--- src/rtl/vc_buffer.sv ---
// Virtual-channel flit buffer: circular FIFO with credit-based flow control and
// a delayed credit_return pulse for each flit that leaves.
module vc_buffer #(
  parameter int unsigned FLIT_SIZE    = 32,
  parameter int unsigned DEPTH        = 4,
  parameter int unsigned CREDIT_DELAY = 16,
  localparam int unsigned CW          = $clog2(DEPTH + 1)
) (
  input  logic                 clock,
  input  logic                 reset,
  input  logic [FLIT_SIZE-1:0] flit,
  input  logic                 load,
  input  logic                 next_router_credit,
  output logic [FLIT_SIZE-1:0] flit_buff,
  output logic                 is_new,
  output logic                 credit,
  output logic                 credit_return,
  output logic [CW-1:0]        count,
  output logic                 overflow
);

  localparam int unsigned PW = $clog2(DEPTH);

  logic [FLIT_SIZE-1:0]    r_mem [DEPTH];
  logic [PW-1:0]           r_wr_ptr;
  logic [PW-1:0]           r_rd_ptr;
  logic [CW-1:0]           r_count;
  logic [CW-1:0]           w_count_d;
  logic                    r_overflow;
  logic [CREDIT_DELAY-1:0] r_cr_pipe;
  logic                    r_credit_return;
  logic                    w_push;
  logic                    w_pop;

  // credit comes only from registered count, so a pop never frees a slot for
  // a load in the same cycle.
  assign credit = (r_count != CW'(DEPTH));
  assign is_new = (r_count != '0);
  assign w_push = load & credit;
  assign w_pop  = next_router_credit & is_new;

  always_comb begin
    w_count_d = r_count;
    case ({w_push, w_pop})
      2'b10:   w_count_d = r_count + CW'(1);
      2'b01:   w_count_d = r_count - CW'(1);
      default: w_count_d = r_count;
    endcase
  end

  always_ff @(posedge clock or posedge reset) begin
    if (reset) begin
      r_wr_ptr   <= '0;
      r_rd_ptr   <= '0;
      r_count    <= '0;
      r_overflow <= 1'b0;
    end else begin
      if (w_push) r_wr_ptr <= r_wr_ptr + PW'(1);
      if (w_pop)  r_rd_ptr <= r_rd_ptr + PW'(1);
      r_count <= w_count_d;
      if (load && !credit) r_overflow <= 1'b1;
    end
  end

  always_ff @(posedge clock) begin
    if (w_push) r_mem[r_wr_ptr] <= flit;
  end

  // Pop enters stage 0 on its own edge; the output flop adds the final cycle,
  // so the pulse rises CREDIT_DELAY edges after the departure edge.
  always_ff @(posedge clock or posedge reset) begin
    if (reset) begin
      r_cr_pipe       <= '0;
      r_credit_return <= 1'b0;
    end else begin
      r_cr_pipe[0] <= w_pop;
      for (int i = 1; i < CREDIT_DELAY; i++) begin
        r_cr_pipe[i] <= r_cr_pipe[i-1];
      end
      r_credit_return <= r_cr_pipe[CREDIT_DELAY-1];
    end
  end

  assign flit_buff     = reset ? '0 : r_mem[r_rd_ptr];
  assign credit_return = r_credit_return;
  assign count         = r_count;
  assign overflow      = r_overflow;

endmodule

--- config.mk ---
export PLATFORM = sky130hd
export DESIGN_NAME = vc_buffer
export DESIGN_NICKNAME = d
export VERILOG_FILES = /design/src/rtl/vc_buffer.sv
export SDC_FILE = /design/constraint.sdc
export NUM_CORES = 1
export LEC_CHECK = 0
export CAP_MARGIN = 5
export CELL_PAD_IN_SITES_DETAIL_PLACEMENT = 0
export CELL_PAD_IN_SITES_GLOBAL_PLACEMENT = 1
export CORE_MARGIN = 2
export CORE_UTILIZATION = 47
export CTS_CLUSTER_DIAMETER = 50
export DETAILED_ROUTE_END_ITERATION = 16
export GPL_TIMING_DRIVEN = 0
export PLACE_DENSITY_LB_ADDON = 0.1
export SYNTH_ARGS = -nofsm -noshare
export SYNTH_HDL_FRONTEND = slang
export SYNTH_SLANG_ARGS = --single-unit
--- constraint.sdc ---
create_clock -name clock -period 4.25 [get_ports clock]
set_clock_uncertainty 0.1 [all_clocks]
set_input_delay 1.275 -clock clock [delete_from_list [all_inputs] [get_ports clock]]
set_output_delay 1.275 -clock clock [all_outputs]
set_load 0.005 [all_outputs]
Word level (Yosys, flattened, before mapping)
Memory sizes are Yosys's and may differ from the RTL's.
Cells that the tools add are included.
W data, S select, Z words.
{ "word_totals": {"regBits": 25, "n_memories": 1, "inputBits": 36, "wordCells": 24, "out_inout_bits": 39, "mem_bits_rw": 128} }
{ "op_classes": {"n_reduce_logical": 4, "eq_ne": 3, "add_sub_neg": 4, "n_bitwise": 2, "mux": 4} }
{ "memory_table": {"columns": ["memory", "depth", "width", "read_ports", "rd_ports_with_merged_regs", "wr", "line", "rtl"], "rows": [
  ["r_mem", 4, 32, 1, 0, 1, "24", "logic [FLIT_SIZE-1:0] r_mem [DEPTH];"]
]} }
{ "op_table": {"columns": ["op", "count"], "rows": [
  ["$mux W32", 1],
  ["$pmux W3 S2", 1],
  ["$add A2 B1 Y2 const B", 2],
  ["$add A3 B1 Y3 const B", 1],
  ["$ne A3 B3 Y1 const B", 1],
  ["$reduce_bool A3 Y1", 1],
  ["$sub A3 B1 Y3 const B", 1],
  ["$and A1 B1 Y1", 2],
  ["$eq A2 B1 Y1 const B", 1],
  ["$eq A2 B2 Y1 const B", 1],
  ["$mux W1", 2],
  ["$reduce_bool A2 Y1", 1],
  ["$logic_and A1 B1 Y1", 1],
  ["$logic_not A1 Y1", 1]
]} }

Depth between registers and ports, before layout
Gate-level depths: netlist of the first run.
{ "logic_depth": {"depth_word": 4, "depth_mapped": 9, "depth_no_buf": 9} }

Worst setup path before layout of the first run
OpenSTA, ideal clock, no wires.
{ "synth_path": {"kind": "input to output", "from": "input port reset", "to": "output port flit_buff[22]", "arrival_ps": 2513, "setup_slack_ps": 362, "path_buffers": 1, "t_required_ps": 2875, "path_stages": 3, "path_cell_list": "inv_1 > clkbuf_1 > and2_1"} }
{ "synth_via": {"elab_chain_cells": 1} }
{ "synth_rtl": {"columns": ["element", "line", "rtl"], "rows": [
  ["from (decl)", "10", "input logic reset,"],
  ["$mux W32", "84", "assign flit_buff = reset ? '0 : r_mem[r_rd_ptr];"],
  ["to (decl)", "14", "output logic [FLIT_SIZE-1:0] flit_buff,"]
]} }
Every way passes these cells.

Final worst setup path of the first run
{ "layout_path": {"from": "input port reset", "to": "output port flit_buff[6]"} }
The elaborated chain is that of the path after synthesis.

==> impl_metrics.env, run 1 <==
export IMPL_status="completed"
export IMPL_vias_per_cell=5.17
export IMPL_ys_top_cells_by_area="edfxtp_1 (67%), mux4_2 (11%), dfrtp_1 (11%), and2_1 (3.9%), mux4_1 (1.8%)"
export IMPL_hp_class="register to register"
export IMPL_via_count=2685
export IMPL_cts_root_buf="clkbuf_16"
export IMPL_synth_top_area_share_pct=66.7
export IMPL_hold_viol=0
export IMPL_period_share_pct=97.5
export IMPL_fp_dieArea_sq_um=13200
export IMPL_path_class="input port to output pin"
export IMPL_drt_pre_antenna_iters=6
export IMPL_dieHeight_um=115
export IMPL_p_per_area_nw_per_um2=674
export IMPL_ys_ff_latch=153
export IMPL_cp_start_kind="input port"
export IMPL_synth_nets=303
export IMPL_routed_wl_mm=9.56
export IMPL_crit_arrival_ns=2.77
export IMPL_drive_gt1_share_pct=21.5
export IMPL_setup_violations=0
export IMPL_htreeDepth=4
export IMPL_rrSetupSlack_ns=1.92
export IMPL_worst_pin_slew_ns=0.497
export IMPL_core_area_sq_um=12000
export IMPL_holdPathEnd="r_cr_pipe[8]"
export IMPL_grt_max_degree=35
export IMPL_post_cts_buffers=0
export IMPL_crit_buf_inv=4
export IMPL_hold_buffers=0
export IMPL_crit_slowest_cell="clkdlybuf4s50_1"
export IMPL_grt_pass1_vias=2682
export IMPL_leakage_nw=2.60
export IMPL_clk_path_buf_depth=2
export IMPL_clock_fmax_ghz=0.241
export IMPL_path_common_cell="clkdlybuf4s50_1"
export IMPL_period_minus_slack_ns=4.14
export IMPL_r2r_start="count[0]"
export IMPL_synth_top_cell_by_area="edfxtp_1"
export IMPL_synth_warnings=0
export IMPL_rsz0062_at_grt="false"
export IMPL_syn_area_sq_um=5760
export IMPL_portBuffers=74
export IMPL_rr_endpoint="count[2]"
export IMPL_finalWeightedCongestion=0.693
export IMPL_end_kind="output pin"
export IMPL_cts_buffers=17
export IMPL_diodes=0
export IMPL_maxCapViolCount=0
export IMPL_crit_required_ns=2.87
export IMPL_slowest_delay_ns=0.50
export IMPL_avgRoutedWirePerCell_um=18.4
export IMPL_ant_nets=0
export IMPL_avgSynthCellArea_sq_um=22.1
export IMPL_ios=75
export IMPL_grt_pass1_wl_mm=14.8
export IMPL_syn_inst=261
export IMPL_max_vdd_ir_drop_v=0.000327
export IMPL_start_util_pct=48.0
export IMPL_reg2reg_depth=9
export IMPL_worstSetupPathDepth=5
export IMPL_cp_cell_sequence="clkdlybuf4s50_1 > inv_2 > clkbuf_4 > and2_1 > clkdlybuf4s50_1"
export IMPL_areaGrowthSynthToFinish_pct=29.1
export IMPL_synth_cell_type_count=23
export IMPL_relSlewSlack_pct=66.9
export IMPL_dp_hpwl_mm=5.73
export IMPL_track_usage_pct=15.8
export IMPL_layout_nets=401
export IMPL_rows=40
export IMPL_clk_pin_slew_ns=0.06
export IMPL_antenna_found_initial=0
export IMPL_report_final_slew_viol_count=0
export IMPL_drc_errors=0
export IMPL_final_util_pct=61.9
export IMPL_worstHoldStart="r_cr_pipe[7]"
export IMPL_cts_sinks=153
export IMPL_hold_depth=0
export IMPL_crit_family="buffers and inverters"
export IMPL_path_max_fanout=10
export IMPL_grt_overflow_total=0
export IMPL_die_x_um=115
export IMPL_finalPower_mw=5.01
export IMPL_cts_tree="done"
export IMPL_yosysSeqAreaShare_pct=77.6
export IMPL_drt_initial_drc_count=114
export IMPL_clk_latency_ns=0.41
[routing by layer]
layer	track usage, %	part of all wire (%)
met4	5.30	1.0
met1	20.8	44
met3	5.13	4.1
met2	25.2	51
met5	0	0
[layout by cell type (no fill, tap or decap), types with 3 or more instances in the layout]
master / instances
edfxtp_1: 128
clkdlybuf4s50_1: 74
xnor2_1: 3
bufinv_16: 4
and2_1: 32
xor2_1: 3
mux4_1: 4
clkinv_2: 5
buf_2: 3
and2_2: 4
mux4_2: 28
clkinvlp_4: 3
dfrtp_1: 25
inv_1: 7
buf_12: 6
clkbuf_16: 18
ha_1: 5
[worst max path at each step]
stage / start / endpoint
2_1_floorplan: reset / flit_buff[22]
3_3_place_gp: reset / flit_buff[26]
3_5_place_dp: reset / flit_buff[26]
4_1_cts: reset / flit_buff[26]
5_1_grt: reset / flit_buff[6]
6_report: reset / flit_buff[6]
[layout make-up]
cell class / instances / area [sq um]
Buffer: 11 / 128
Clock buffer: 19 / 443
Clock inverter: 13 / 176
Fill cell: 890 / 4580
Inverter: 8 / 30.0
Multi-Input combinational cell: 89 / 1170
Sequential cell: 153 / 4470
Tap cell: 147 / 184
Timing Repair Buffer: 79 / 840
[power breakdown]
group	internal (mW)	total (mW)	leakage [nW]	switching (mW)
sequential	1.98	2.07	1.47	0.0866
clock	0.993	1.55	0.299	0.554
combinational	0.816	1.40	0.839	0.584
total	3.79	5.01	2.60	1.22
[cell families (layout without fill, tap and decap cells)]
family	after synthesis	after routing	share of synthesized area, %
AOI/OAI and AO/OA	2	2	0.282
muxes	34	34	13.1
and+or+nand+nor	41	41	4.39
adders and majority gates	6	6	1.43
xor gates and xnor gates	6	6	0.912
buffers and inverters	19	130	2.28
DFF	153	153	77.6
[metrics by stage]
step	setup slack (ns)	instances	hold slack (ns)	TNS (ns)	area [sq um]
CTS	0.0226	518	0.248	0	7420
global placement	-1.14	482	0.232	-11.13	6690
global route	0.00243	519	0.255	0	7440
detailed placement	-0.430	486	0.237	-5.00	6780
floorplan	0.362	261	0.231	0	5760
finish	0.106	519	0.246	0	7440
[cells in the mapped netlist (all sizes together)]
cell,instances
nor2,1
ha,5
nor2b,1
nand2,1
dfrtp,25
mux4,32
xor2,3
nor3b,1
or3,1
fa,1
edfxtp,128
and2,36
buf,7
inv,8
o31a,1
xnor2,3
mux2,1
mux2i,1
a21o,1
clkbuf,4
[sequential cells by signal, indices dropped and copies added (netlist names)]
register	count
r_rd_ptr	2
r_wr_ptr	2
overflow	1
credit_return	1
count	3
r_cr_pipe	16
r_mem	128
[worst reg2reg max path, stage by stage (launching register included)]
cell	delay, ns
dfrtp_1	0.44
nor3b_1	0.35
nor2b_1	0.20
inv_1	0.10
ha_1	0.19
inv_1	0.06
fa_1	0.37
xor2_1	0.15
nor2_1	0.12
xor2_1	0.16
[what timing repair did]
| item | 4_1_cts | 5_1_grt |
|---|---|---|
| gates cloned | 0 | 1 |
| endpoints found under the setup margin | 19 | 23 |
| endpoints found under the hold margin | 0 | 0 |
| gates resized for setup | 5 | 3 |
No activity file was read; power rests on OpenSTA's default activity.
==> run 2: changes to the inputs <==
- ABC_AREA: default -> 1
- CORE_MARGIN: 2 -> 4
- CORE_UTILIZATION: 47 -> 46
- CTS_BUF_LIST: default -> sky130_fd_sc_hd__clkbuf_4 sky130_fd_sc_hd__clkbuf_8
==> run 2 against run 1 <==
Largest power group unchanged. Count of clock-buffer cells in the layout stayed put. Final cell count is 67% higher. Die area is 20% higher. Combinational power is 26% higher. Worst hold slack better by 0.0046 ns.
==> impl_metrics.env, run 2 <==
export IMPL_status="completed"
export IMPL_path_common_cell="clkbuf_1"
export IMPL_worst_pin_slew_ns=0.652
export IMPL_final_common_cell="nand2_1"
export IMPL_place_area_sq_um=7440
export IMPL_maxCapViolCount=0
export IMPL_dieHeight_um=125
export IMPL_routed_wl_mm=13.3
export IMPL_drt_initial_drc_count=234
export IMPL_clk_pin_slew_ns=0.08
export IMPL_report_final_slew_viol_count=0
export IMPL_end_kind="output pin"
export IMPL_reg2reg_depth=10
export IMPL_syn_inst=583
export IMPL_regMostFlops="r_mem"
export IMPL_clk_path_buf_depth=2
export IMPL_cp_start_kind="input port"
export IMPL_final_util_pct=58.7
export IMPL_netlist_top_cells_count="nand2_1 (142), edfxtp_1 (128), inv_1 (106)"
export IMPL_crit_slowest_cell="clkbuf_1"
export IMPL_cts_tree="done"
export IMPL_grt_overflow_total=0
export IMPL_hold_viol=0
export IMPL_synth_cell_type_count=21
export IMPL_hp_class="register to register"
export IMPL_relSlewSlack_pct=56.4
export IMPL_ys_ff_latch=153
export IMPL_antenna_found_initial=0
export IMPL_clk_latency_ns=0.43
export IMPL_post_cts_buffers=0
export IMPL_crit_arrival_ns=2.72
export IMPL_ys_flop_type="edfxtp_1"
export IMPL_rsz0062_at_grt="false"
export IMPL_avgRoutedWirePerCell_um=15.3
export IMPL_finalWeightedCongestion=0.760
export IMPL_max_vdd_ir_drop_v=0.000370
export IMPL_met1_usage_pct=21.2
export IMPL_track_usage_pct=17.5
export IMPL_ios=75
export IMPL_leakage_nw=3.33
export IMPL_diodes=0
export IMPL_yosysSeqAreaShare_pct=70.4
export IMPL_ant_nets=0
export IMPL_period_minus_slack_ns=4.10
export IMPL_synth_top_area_share_pct=60.6
export IMPL_slowest_delay_ns=0.52
export IMPL_use_met2_pct=29.9
export IMPL_final_cells=868
export IMPL_fp_dieArea_sq_um=15700
export IMPL_die_x_um=125
export IMPL_avgSynthCellArea_sq_um=10.9
export IMPL_synth_edf_count=128
export IMPL_drive_gt1_share_pct=10.7
export IMPL_synth_top_cell_by_area="edfxtp_1"
export IMPL_drt_pre_antenna_iters=5
export IMPL_dp_hpwl_mm=8.36
export IMPL_path_max_fanout=10
export IMPL_crit_required_ns=2.87
export IMPL_top_usage_layer="met2"
export IMPL_grt_pass1_wl_mm=20.8
export IMPL_finalPower_mw=5.00
export IMPL_grt_max_degree=26
export IMPL_cp_cell_sequence="clkbuf_1 > clkbuf_1 > a21oi_1 > clkdlybuf4s50_1"
export IMPL_portBuffers=73
export IMPL_rows=42
export IMPL_clock_fmax_ghz=0.244
export IMPL_grt_pass1_vias=4074
export IMPL_rrSetupSlack_ns=1.96
export IMPL_final_area_sq_um=7860
export IMPL_hold_depth=0
export IMPL_path_class="input port to output pin"
export IMPL_core_area_sq_um=13400
export IMPL_syn_area_sq_um=6350
export IMPL_hold_buffers=0
export IMPL_most_common_layout_cells="nand2_1 (142), edfxtp_1 (128), inv_1 (106), clkdlybuf4s50_1 (73), nand3_1 (70)"
export IMPL_cts_sinks=153
export IMPL_cts_resized_gates=0
export IMPL_ys_top_cells_by_area="edfxtp_1 (61%), dfrtp_1 (9.9%), nand2_1 (8.4%), inv_1 (6.3%), nand3_1 (5.5%)"
export IMPL_largest_reg_flops=128
export IMPL_period_share_pct=96.4
export IMPL_areaGrowthSynthToFinish_pct=23.9
export IMPL_drc_errors=0
export IMPL_layout_nets=721
export IMPL_fillers=1139
export IMPL_via_count=4070
export IMPL_synth_most_common_cell="nand2_1"
export IMPL_vias_per_cell=4.69
export IMPL_setup_violations=0
export IMPL_grtUsageMet3_pct=5.07
export IMPL_htreeDepth=4
export IMPL_cts_root_buf="clkbuf_8"
export IMPL_cts_buffers=17
export IMPL_hold_ws_ns=0.251
export IMPL_synth_nets=625
export IMPL_start_util_pct=47.4
export IMPL_p_per_area_nw_per_um2=636
export IMPL_synth_warnings=0
export IMPL_synthArstFlopShare_pct=16.3
export IMPL_placed_cells=836
[run 2: changes by cell type in the layout (fill, tap and decap cells not counted), sizes merged, moves of 2 or more]
cell    delta
buf       +10
nor2       +3
clkinv    +23
o21ai      +2
nand3     +70
nand2    +141
xor2       -3
mux4      -32
inv      +114
and2      -36
a21oi     +32
clkbuf     +3
[run 2: worst paths after layout]
check,end,startpoint
setup / recovery,flit_buff[22],reset
hold / removal,r_cr_pipe[4],r_cr_pipe[3]
setup reg to reg,count[2],count[1]
hold reg to reg,r_cr_pipe[4],r_cr_pipe[3]
max in group asynchronous,r_cr_pipe[6],reset
min in group asynchronous,r_cr_pipe[4],reset
[run 2: metal layers]
metal | routed length, um | share of wire (%) | vias to the layer above
met4 | 162 | 1.2 | 0
met3 | 731 | 5.5 | 14
met5 | 0 | 0 | -
met1 | 5690 | 43 | 1917
li1 | - | - | 2031
met2 | 6690 | 50 | 108
[run 2: final cells by class]
type                       count  area [sq um]  share of cell area [%]
tap                          176           220                    2.80
buffer                        25           145                    1.85
clock buffer                  19           249                    3.17
multi-input combinational    260          1210                    15.4
sequential                   153          4470                    56.8
clock inverter                13           176                    2.24
timing repair buffer          77           841                    10.7
inverter                     145           549                    6.99
[run 2: metrics by stage]
step	setup TNS (ns)	setup WS, ns
finish	0	0.153
global route	0	0.0471
CTS	0	0.112
detailed placement	0	0.108
global placement	-114.27	-0.963
floorplan	0	0.945
[run 2: kinds of logic (layout without fill, tap and decap cells)]
family          after synthesis  after routing  share of synthesized area, %
flops                       153            153                          70.4
fa+ha+maj                     6              6                          1.30
simple gates                217            217                          14.3
buf+inv                     170            279                          10.9
xor+xnor                      2              2                         0.276
compound gates               35             35                          2.80
[run 2: power by group]
group	internal (mW)	switching, mW
Clock	0.648	0.521
Combinational	0.733	1.03
Sequential	1.97	0.0951
Total	3.36	1.64
[run 2: critical path, delay by kind of cell]
kind,cells,cell delay (ns)
buf+inv,3,1.29
compound gates,1,0.15
